`config.mk`:
```
export PLATFORM = sky130hd
export DESIGN_NAME = alu_sequencer
export DESIGN_NICKNAME = d
export VERILOG_FILES = /design/src/rtl/alu_sequencer.sv
export SDC_FILE = /design/constraint.sdc
export NUM_CORES = 1
export LEC_CHECK = 0
export CORE_ASPECT_RATIO = 1.4
export CORE_UTILIZATION = 58
export CTS_CLUSTER_DIAMETER = 80
export DETAILED_ROUTE_END_ITERATION = 6
export GPL_TIMING_DRIVEN = 0
export PLACE_DENSITY_LB_ADDON = 0.3
export SLEW_MARGIN = 20
export SYNTH_ARGS = -nofsm -noshare
export SYNTH_HDL_FRONTEND = slang
export SYNTH_HIERARCHICAL = 1
export SYNTH_SLANG_ARGS = --single-unit
export TNS_END_PERCENT = 1
```
`constraint.sdc`:
```
create_clock -name clk -period 7.7 [get_ports clk]
set_clock_uncertainty 0.1 [all_clocks]
set_input_delay 1.54 -clock clk [delete_from_list [all_inputs] [get_ports clk]]
set_output_delay 1.54 -clock clk [all_outputs]
set_load 0.01 [all_outputs]
```
`src/rtl/alu_sequencer.sv`:
```
// alu_sequencer: register file feeding a 16-bit ALU through READ_A, READ_B, EXEC and WRITE states.
// Holds its own copy of the 16-bit ALU execute unit so the design stays in one file.
module alu (
    input  logic [15:0] Ain,
    input  logic [15:0] Bin,
    input  logic [1:0]  ALUop,
    output logic [15:0] out,
    output logic        Z
);
    always_comb begin
        out = ALUop == 2'b00 ? Ain + Bin :
              ALUop == 2'b01 ? Ain - Bin :
              ALUop == 2'b10 ? Ain & Bin : ~Bin;
        Z = out == 16'h0000;
    end
endmodule

module alu_sequencer #(
    parameter int NREG = 8
) (
    input  logic        clk,
    input  logic        reset,
    input  logic        start,
    input  logic [1:0]  op,
    input  logic [2:0]  rn,
    input  logic [2:0]  rm,
    input  logic [2:0]  rd,
    input  logic [1:0]  shift,
    input  logic        ld,
    input  logic [2:0]  ld_idx,
    input  logic [15:0] ld_data,
    output logic        busy,
    output logic        done,
    output logic [15:0] result,
    output logic        z
);
    typedef enum logic [2:0] {IDLE, READ_A, READ_B, EXEC, WRITE} state_t;
    state_t      state;
    logic [15:0] regs [NREG];
    logic [15:0] a, b, rm_val, b_shifted, alu_out;
    logic [1:0]  op_q, shift_q;
    logic [2:0]  rn_q, rm_q, rd_q;
    logic        alu_z;
    always_comb begin
        rm_val = regs[rm_q];
        b_shifted = shift_q == 2'b01 ? {rm_val[14:0], 1'b0} :
                    shift_q == 2'b10 ? {1'b0, rm_val[15:1]} :
                    shift_q == 2'b11 ? {rm_val[15], rm_val[15:1]} : rm_val;
    end
    alu u_alu (.Ain(a), .Bin(b), .ALUop(op_q), .out(alu_out), .Z(alu_z));
    always_ff @(posedge clk) begin
        if (reset) begin
            state   <= IDLE;
            busy    <= 1'b0;
            done    <= 1'b0;
            a       <= '0;
            b       <= '0;
            result  <= '0;
            z       <= 1'b0;
            op_q    <= '0;
            shift_q <= '0;
            rn_q    <= '0;
            rm_q    <= '0;
            rd_q    <= '0;
            for (int i = 0; i < NREG; i++) regs[i] <= '0;
        end else begin
            done <= 1'b0;
            case (state)
                IDLE: begin
                    // start takes priority; a load only lands when no operation begins
                    if (start) begin
                        op_q    <= op;
                        rn_q    <= rn;
                        rm_q    <= rm;
                        rd_q    <= rd;
                        shift_q <= shift;
                        busy    <= 1'b1;
                        state   <= READ_A;
                    end else if (ld) begin
                        regs[ld_idx] <= ld_data;
                    end
                end
                READ_A: begin
                    a     <= regs[rn_q];
                    state <= READ_B;
                end
                READ_B: begin
                    b     <= b_shifted;
                    state <= EXEC;
                end
                EXEC: begin
                    result <= alu_out;
                    z      <= alu_z;
                    done   <= 1'b1;
                    state  <= WRITE;
                end
                WRITE: begin
                    regs[rd_q] <= result;
                    busy       <= 1'b0;
                    state      <= IDLE;
                end
                default: state <= IDLE;
            endcase
        end
    end
endmodule

```
# Yosys cells after proc, flatten, opt, wreduce, memory -nomap -nowiden
# Memory sizes are Yosys's and may differ from the RTL's. A register that Yosys moved wholly into a read port is not among the register bits.
# Index checks and enable logic that the tools add are counted.
[word_totals]
ff_bits = 51
latchBits = 0
ramBits = 128
romBits = 0
in_bits = 36
output_inout_bits = 19
elab_cells = 63
n_memories = 1
[memory_table]
columns = ["memory", "depth", "word_bits", "read_ports", "rd_ports_with_merged_regs", "write_ports", "line_no", "rtl"]
rows = [
  ["regs", 8, 16, 2, 2, 8, "39", "logic [15:0] regs [NREG];"],
]
[classes]
add_sub_neg = 2
multipliers = 0
n_div = 0
order_cmp = 0
n_eq_ne = 10
shifts = 0
n_mux = 29
n_bitwise = 2
reduce_logical = 8
[ops]
columns = ["op", "n"]
rows = [
  ["$mux 16", 7],
  ["$reduce_or 16->1", 2],
  ["$add 16x16->16", 1],
  ["$and 16x16->16", 1],
  ["$logic_not 16->1", 1],
  ["$not 16->16", 1],
  ["$sub 16x16->16", 1],
  ["$mux 15", 1],
  ["$mux 3", 5],
  ["$mux 1", 14],
  ["$pmux 3 s4", 1],
  ["$eq 2x2->1 const B", 3],
  ["$eq 3x2->1 const B", 2],
  ["$eq 2x1->1 const B", 2],
  ["$reduce_and 2->1", 2],
  ["$eq 3x1->1 const B", 1],
  ["$eq 3x3->1 const B", 1],
  ["$logic_not 3->1", 1],
  ["$logic_not 2->1", 1],
  ["$ne 2x2->1 const B", 1],
  ["$pmux 1 s2", 1],
  ["$reduce_bool 2->1", 1],
]

# Longest topological paths before layout
[depth]
word_depth = 8
mapped_depth = 14
ltp_nobuf = 14

# Hierarchy
# The synthesis kept the hierarchy.
[by_module_without_submodules]
columns = ["module", "instances", "cells_each", "area_per_inst_um2", "seq_area_each_um2"]
rows = [
  ["alu_sequencer", 1, 786, 9436.6, 5245.0],
  ["alu", 1, 276, 1950.6, 0.0],
]

# Least setup slack after synthesis
# OpenSTA, ideal clock, no wires.
[synth_timing]
path_kind = "in2reg"
startpoint = "input port reset"
endpoint = "memory regs[0][0], enable pin"
setup_ps = 375
t_arrival_ps = 3560
required_time_ps = 7225
path_slack_ps = 3665
path_stages = 5
n_path_buf = 1
cell_sequence = "nor4b_2 -> buf_4 -> mux2i_1 -> nand4_4 -> nand2b_1"
[synth_rtl]
columns = ["element", "line_no", "rtl"]
rows = [
  ["start: declaration", "22", "input logic reset,"],
  ["end: declaration", "39", ""],
]

==> metrics.txt <==
# TYPE chip_impl_metric gauge
chip_impl_metric{name="diodes",unit=""} 0
chip_impl_metric{name="cellLeakagePower",unit="nW"} 4.484
chip_impl_metric{name="final_min_period_over_clock_period",unit="%"} 63.40
chip_impl_metric{name="worst_margin_pin_slew",unit="ps"} 951.5
chip_impl_info{name="cp_cell_instances",value="clkdlybuf4s50_1 > nor4b_2 > buf_4 > mux2i_1 > nand4_4 > nand2b_1"} 1
chip_impl_metric{name="wire_length_of_the_first_global_routing_pass",unit="um"} 48910
chip_impl_metric{name="ir_worst_vdd",unit="V"} 0.0001712
chip_impl_metric{name="clock_power_share",unit="%"} 33.5
chip_impl_metric{name="largest_net_degree_at_the_start_of_global_routing",unit=""} 22
chip_impl_metric{name="synth_top_area_share",unit="%"} 33.75
chip_impl_metric{name="num-nets-final",unit=""} 1206
chip_impl_metric{name="initial_core_util",unit="%"} 59.25
chip_impl_info{name="critical_path.startpoint",value="reset"} 1
chip_impl_metric{name="combinationalPowerShare",unit="%"} 22.1
chip_impl_metric{name="worstPathArrival",unit="ps"} 4840
chip_impl_info{name="launch_instance_of_the_worst_min_delay_path",value="rm_q[0]"} 1
chip_impl_metric{name="finalHoldViolations",unit=""} 0
chip_impl_metric{name="routabilityCongestion",unit=""} 0.9123
chip_impl_metric{name="crit_fanout",unit=""} 16
chip_impl_metric{name="drc",unit=""} 0
chip_impl_metric{name="worst_path_clk_slew",unit="ps"} 70
chip_impl_metric{name="worst_path_largest_cell_delay",unit="ps"} 790
chip_impl_metric{name="layout-drive-gt1-share",unit="%"} 10.88
chip_impl_metric{name="rr_worst_depth",unit=""} 13
chip_impl_metric{name="drtIter0Drc",unit=""} 770
chip_impl_metric{name="final_critical_path_setup_slack",unit="ps"} 2819
chip_impl_metric{name="clk_path_buf_depth",unit=""} 2
chip_impl_metric{name="cts_hold_repair.buffers",unit=""} 0
chip_impl_metric{name="report.final.slew_viol_count",unit=""} 0
chip_impl_info{name="startpoint_type",value="input pin"} 1
chip_impl_metric{name="vias_per_cell",unit=""} 6.405
chip_impl_metric{name="setup-violations-final",unit=""} 0
chip_impl_metric{name="cts_buffers",unit=""} 17
chip_impl_metric{name="core_area",unit="sq mm"} 0.01922
chip_impl_metric{name="place_ws",unit="ps"} 2293
chip_impl_metric{name="via_count_of_the_first_global_routing_pass",unit=""} 8861
chip_impl_metric{name="global_route_track_usage_on_met1",unit="%"} 37.83
chip_impl_metric{name="post_cts_buffers",unit=""} 0
chip_impl_metric{name="gr-total-overflow",unit=""} 0
chip_impl_metric{name="number_of_cells_upsized_or_downsized_after_cts",unit=""} 0
chip_impl_info{name="timing.rr.start",value="b[1]"} 1
chip_impl_info{name="ctsRootBufferMaster",value="clkbuf_16"} 1
chip_impl_metric{name="finalWorstPathRequiredPeriod",unit="ps"} 4881
chip_impl_metric{name="asyncSetResetFlopFracSynth",unit="%"} 0
chip_impl_metric{name="power_switching",unit="mW"} 0.8736
chip_impl_info{name="outcome",value="completed"} 1
chip_impl_metric{name="total_negative_slack_for_setup_checks",unit="ps"} 0
chip_impl_metric{name="postSynthRegisterBits",unit=""} 198
chip_impl_metric{name="clk_latency",unit="ps"} 440
chip_impl_metric{name="synth_area",unit="sq mm"} 0.01139
chip_impl_metric{name="slew_headroom",unit="%"} 34.75
chip_impl_metric{name="power.sequential.fraction",unit="%"} 44.4
chip_impl_info{name="min_path_type",value="reg2reg"} 1
chip_impl_metric{name="tritoncts_num_sinks",unit=""} 198
chip_impl_metric{name="p_int",unit="mW"} 1.900
chip_impl_info{name="yosysTopAreaCell",value="edfxtp_1"} 1
chip_impl_info{name="worst-setup-path-type",value="in2reg"} 1
chip_impl_metric{name="htreeDepth",unit=""} 4
chip_impl_metric{name="grt_antenna_before_repair",unit=""} 0
chip_impl_metric{name="required_time_of_the_worst_setup_path",unit="ps"} 7660
chip_impl_metric{name="port-buffer-count",unit=""} 54
chip_impl_metric{name="achievable-frequency",unit="GHz"} 0.2049
chip_impl_info{name="most_frequent_standard_cell_in_the_layout_excluding_fill_and_tap_cells",value="nor2_1"} 1
chip_impl_info{name="grt_setup_unrepaired",value="false"} 1
chip_impl_metric{name="route.detailed.wl_per_inst",unit="um"} 22.78
chip_impl_metric{name="grt_use_met3",unit="%"} 3.591
chip_impl_metric{name="synth_cell_type_count",unit=""} 74
chip_impl_metric{name="grt_util_all_layers",unit="%"} 32.16
chip_impl_metric{name="layout-area-overhead-vs-synth",unit="%"} 12.98
chip_impl_metric{name="fp-row-count",unit=""} 60
chip_impl_info{name="netlist_top_cells_area",value="edfxtp_1 34%, dfxtp_1 12%, mux2i_1 8.6%"} 1
chip_impl_info{name="dominant_synthesized_flop_cell",value="edfxtp_1"} 1
chip_impl_metric{name="synthesis.nets",unit=""} 1132
chip_impl_metric{name="drt-pass1-iter-count",unit=""} 6
chip_impl_metric{name="antenna_violating_nets_post_route",unit=""} 0
chip_impl_metric{name="area_of_the_die",unit="sq mm"} 0.02021
chip_impl_metric{name="yosysWarningCount",unit=""} 6
chip_impl_metric{name="p_sw_share",unit="%"} 31.49
chip_impl_metric{name="syn-instance-count",unit=""} 1062
chip_impl_info{name="grt-busiest-layer",value="met2"} 1
chip_impl_metric{name="synth_edf_count",unit=""} 128
chip_impl_info{name="tritoncts_clock_tree",value="yes"} 1
chip_impl_metric{name="pin_count",unit=""} 55
chip_impl_metric{name="synth.avg_cell_area",unit="sq um"} 10.72
chip_impl_metric{name="maxCapViolations",unit=""} 0
chip_impl_metric{name="yosysSeqAreaShare",unit="%"} 46.06
chip_impl_metric{name="hold_depth",unit=""} 2
chip_impl_metric{name="place_hpwl",unit="um"} 24350
chip_impl_metric{name="grtUsageMet2",unit="%"} 57.37
chip_impl_metric{name="dieWidth",unit="um"} 120.4
chip_impl_metric{name="powerDensity",unit="mW/mm^2"} 215.6
chip_impl_metric{name="num_vias",unit=""} 8948
chip_impl_metric{name="chipHeight",unit="um"} 167.8
chip_impl_info{name="most-common-layout-cells",value="173 x nor2_1, 128 x edfxtp_1, 98 x mux2i_1, 80 x nand2_1, 70 x dfxtp_1"} 1
chip_impl_info{name="cp_slowest_cell",value="mux2i_1"} 1
chip_impl_metric{name="wl",unit="um"} 31830
chip_impl_info{name="crit_path_end_kind",value="flip-flop"} 1
Yosys cell counts, types with 15 or more instances:
master and count:
a211oi_1 24, ha_1 32, mux4_2 37, inv_1 26
clkbuf_1 47, o21ai_0 18, dfxtp_1 70, nor2_1 173
o21bai_1 15, edfxtp_1 128, nand3_1 29, a21oi_1 53
a22oi_1 28, mux2i_1 98, a31oi_1 30, nand2_1 80
flip-flops by register name, indices dropped and copies added (netlist names), named ones only:
register,count
a,16
b,16
busy,1
done,1
op_q,2
rd_q,3
regs,128
result,16
rm_q,3
rn_q,3
shift_q,2
state,3
z,1
worst max-delay path, delay by kind of cell:
| kind | cells | cell delay [ps] |
|---|---|---|
| simple gates | 3 | 1590 |
| buf+inv | 2 | 910 |
| mux | 1 | 790 |
power by group through the flow:
| stage | clock [mW] | combinational (mW) | sequential, mW |
|---|---|---|---|
| floorplan | 0 | 0.434 | 1.24 |
| global placement | 0 | 0.592 | 1.25 |
| detailed placement | 0 | 0.599 | 1.25 |
| CTS | 0.922 | 0.605 | 1.23 |
| global route | 0.966 | 0.658 | 1.24 |
| finish | 0.929 | 0.613 | 1.23 |
per-stage QoR:
stage	cell area, sq um	instances	hold WS, ps	utilization (%)	power (mW)
after floorplan	11390	1062	335.9	-	1.671
after global placement	12240	1364	345.1	63.68	1.842
after detailed placement	12240	1364	354.3	63.68	1.854
after CTS	12850	1396	364.1	66.88	2.758
after global routing	12860	1397	392.7	66.94	2.861
final	12860	1397	360.8	66.94	2.774
final timing paths:
path	to	slack [ps]
worst max register to register	z	3880
worst max-delay path	regs[0][13]	2820
worst min-delay path	rm_q[0]	360
worst min register to register	rm_q[0]	360
cells by family (layout without fill, tap and decap cells):
logic type	count (synthesis)	count (layout)	share of synthesized area, %
fa+ha+maj	34	34	3.868
compound gates	224	224	13.70
xor+xnor	8	8	0.6153
mux	141	141	16.53
buf+inv	101	188	4.131
simple gates	356	356	15.10
flops	198	198	46.06
routing by layer:
layer,part of all wire (%),routed length (um)
met5,0,0
met1,37,11680
met3,5.8,1840
met2,53,16810
met4,4.7,1496
cell type report:
class	instances	area, sq um
timing repair buffer	55	551.8
clock inverter	15	190.2
buffer	72	361.6
multi-input combinational	763	5672
tap	248	310.3
sequential	198	5245
fill	1549	6354
inverter	29	108.9
clock buffer	17	425.4
No activity file was read; power rests on OpenSTA's default activity.
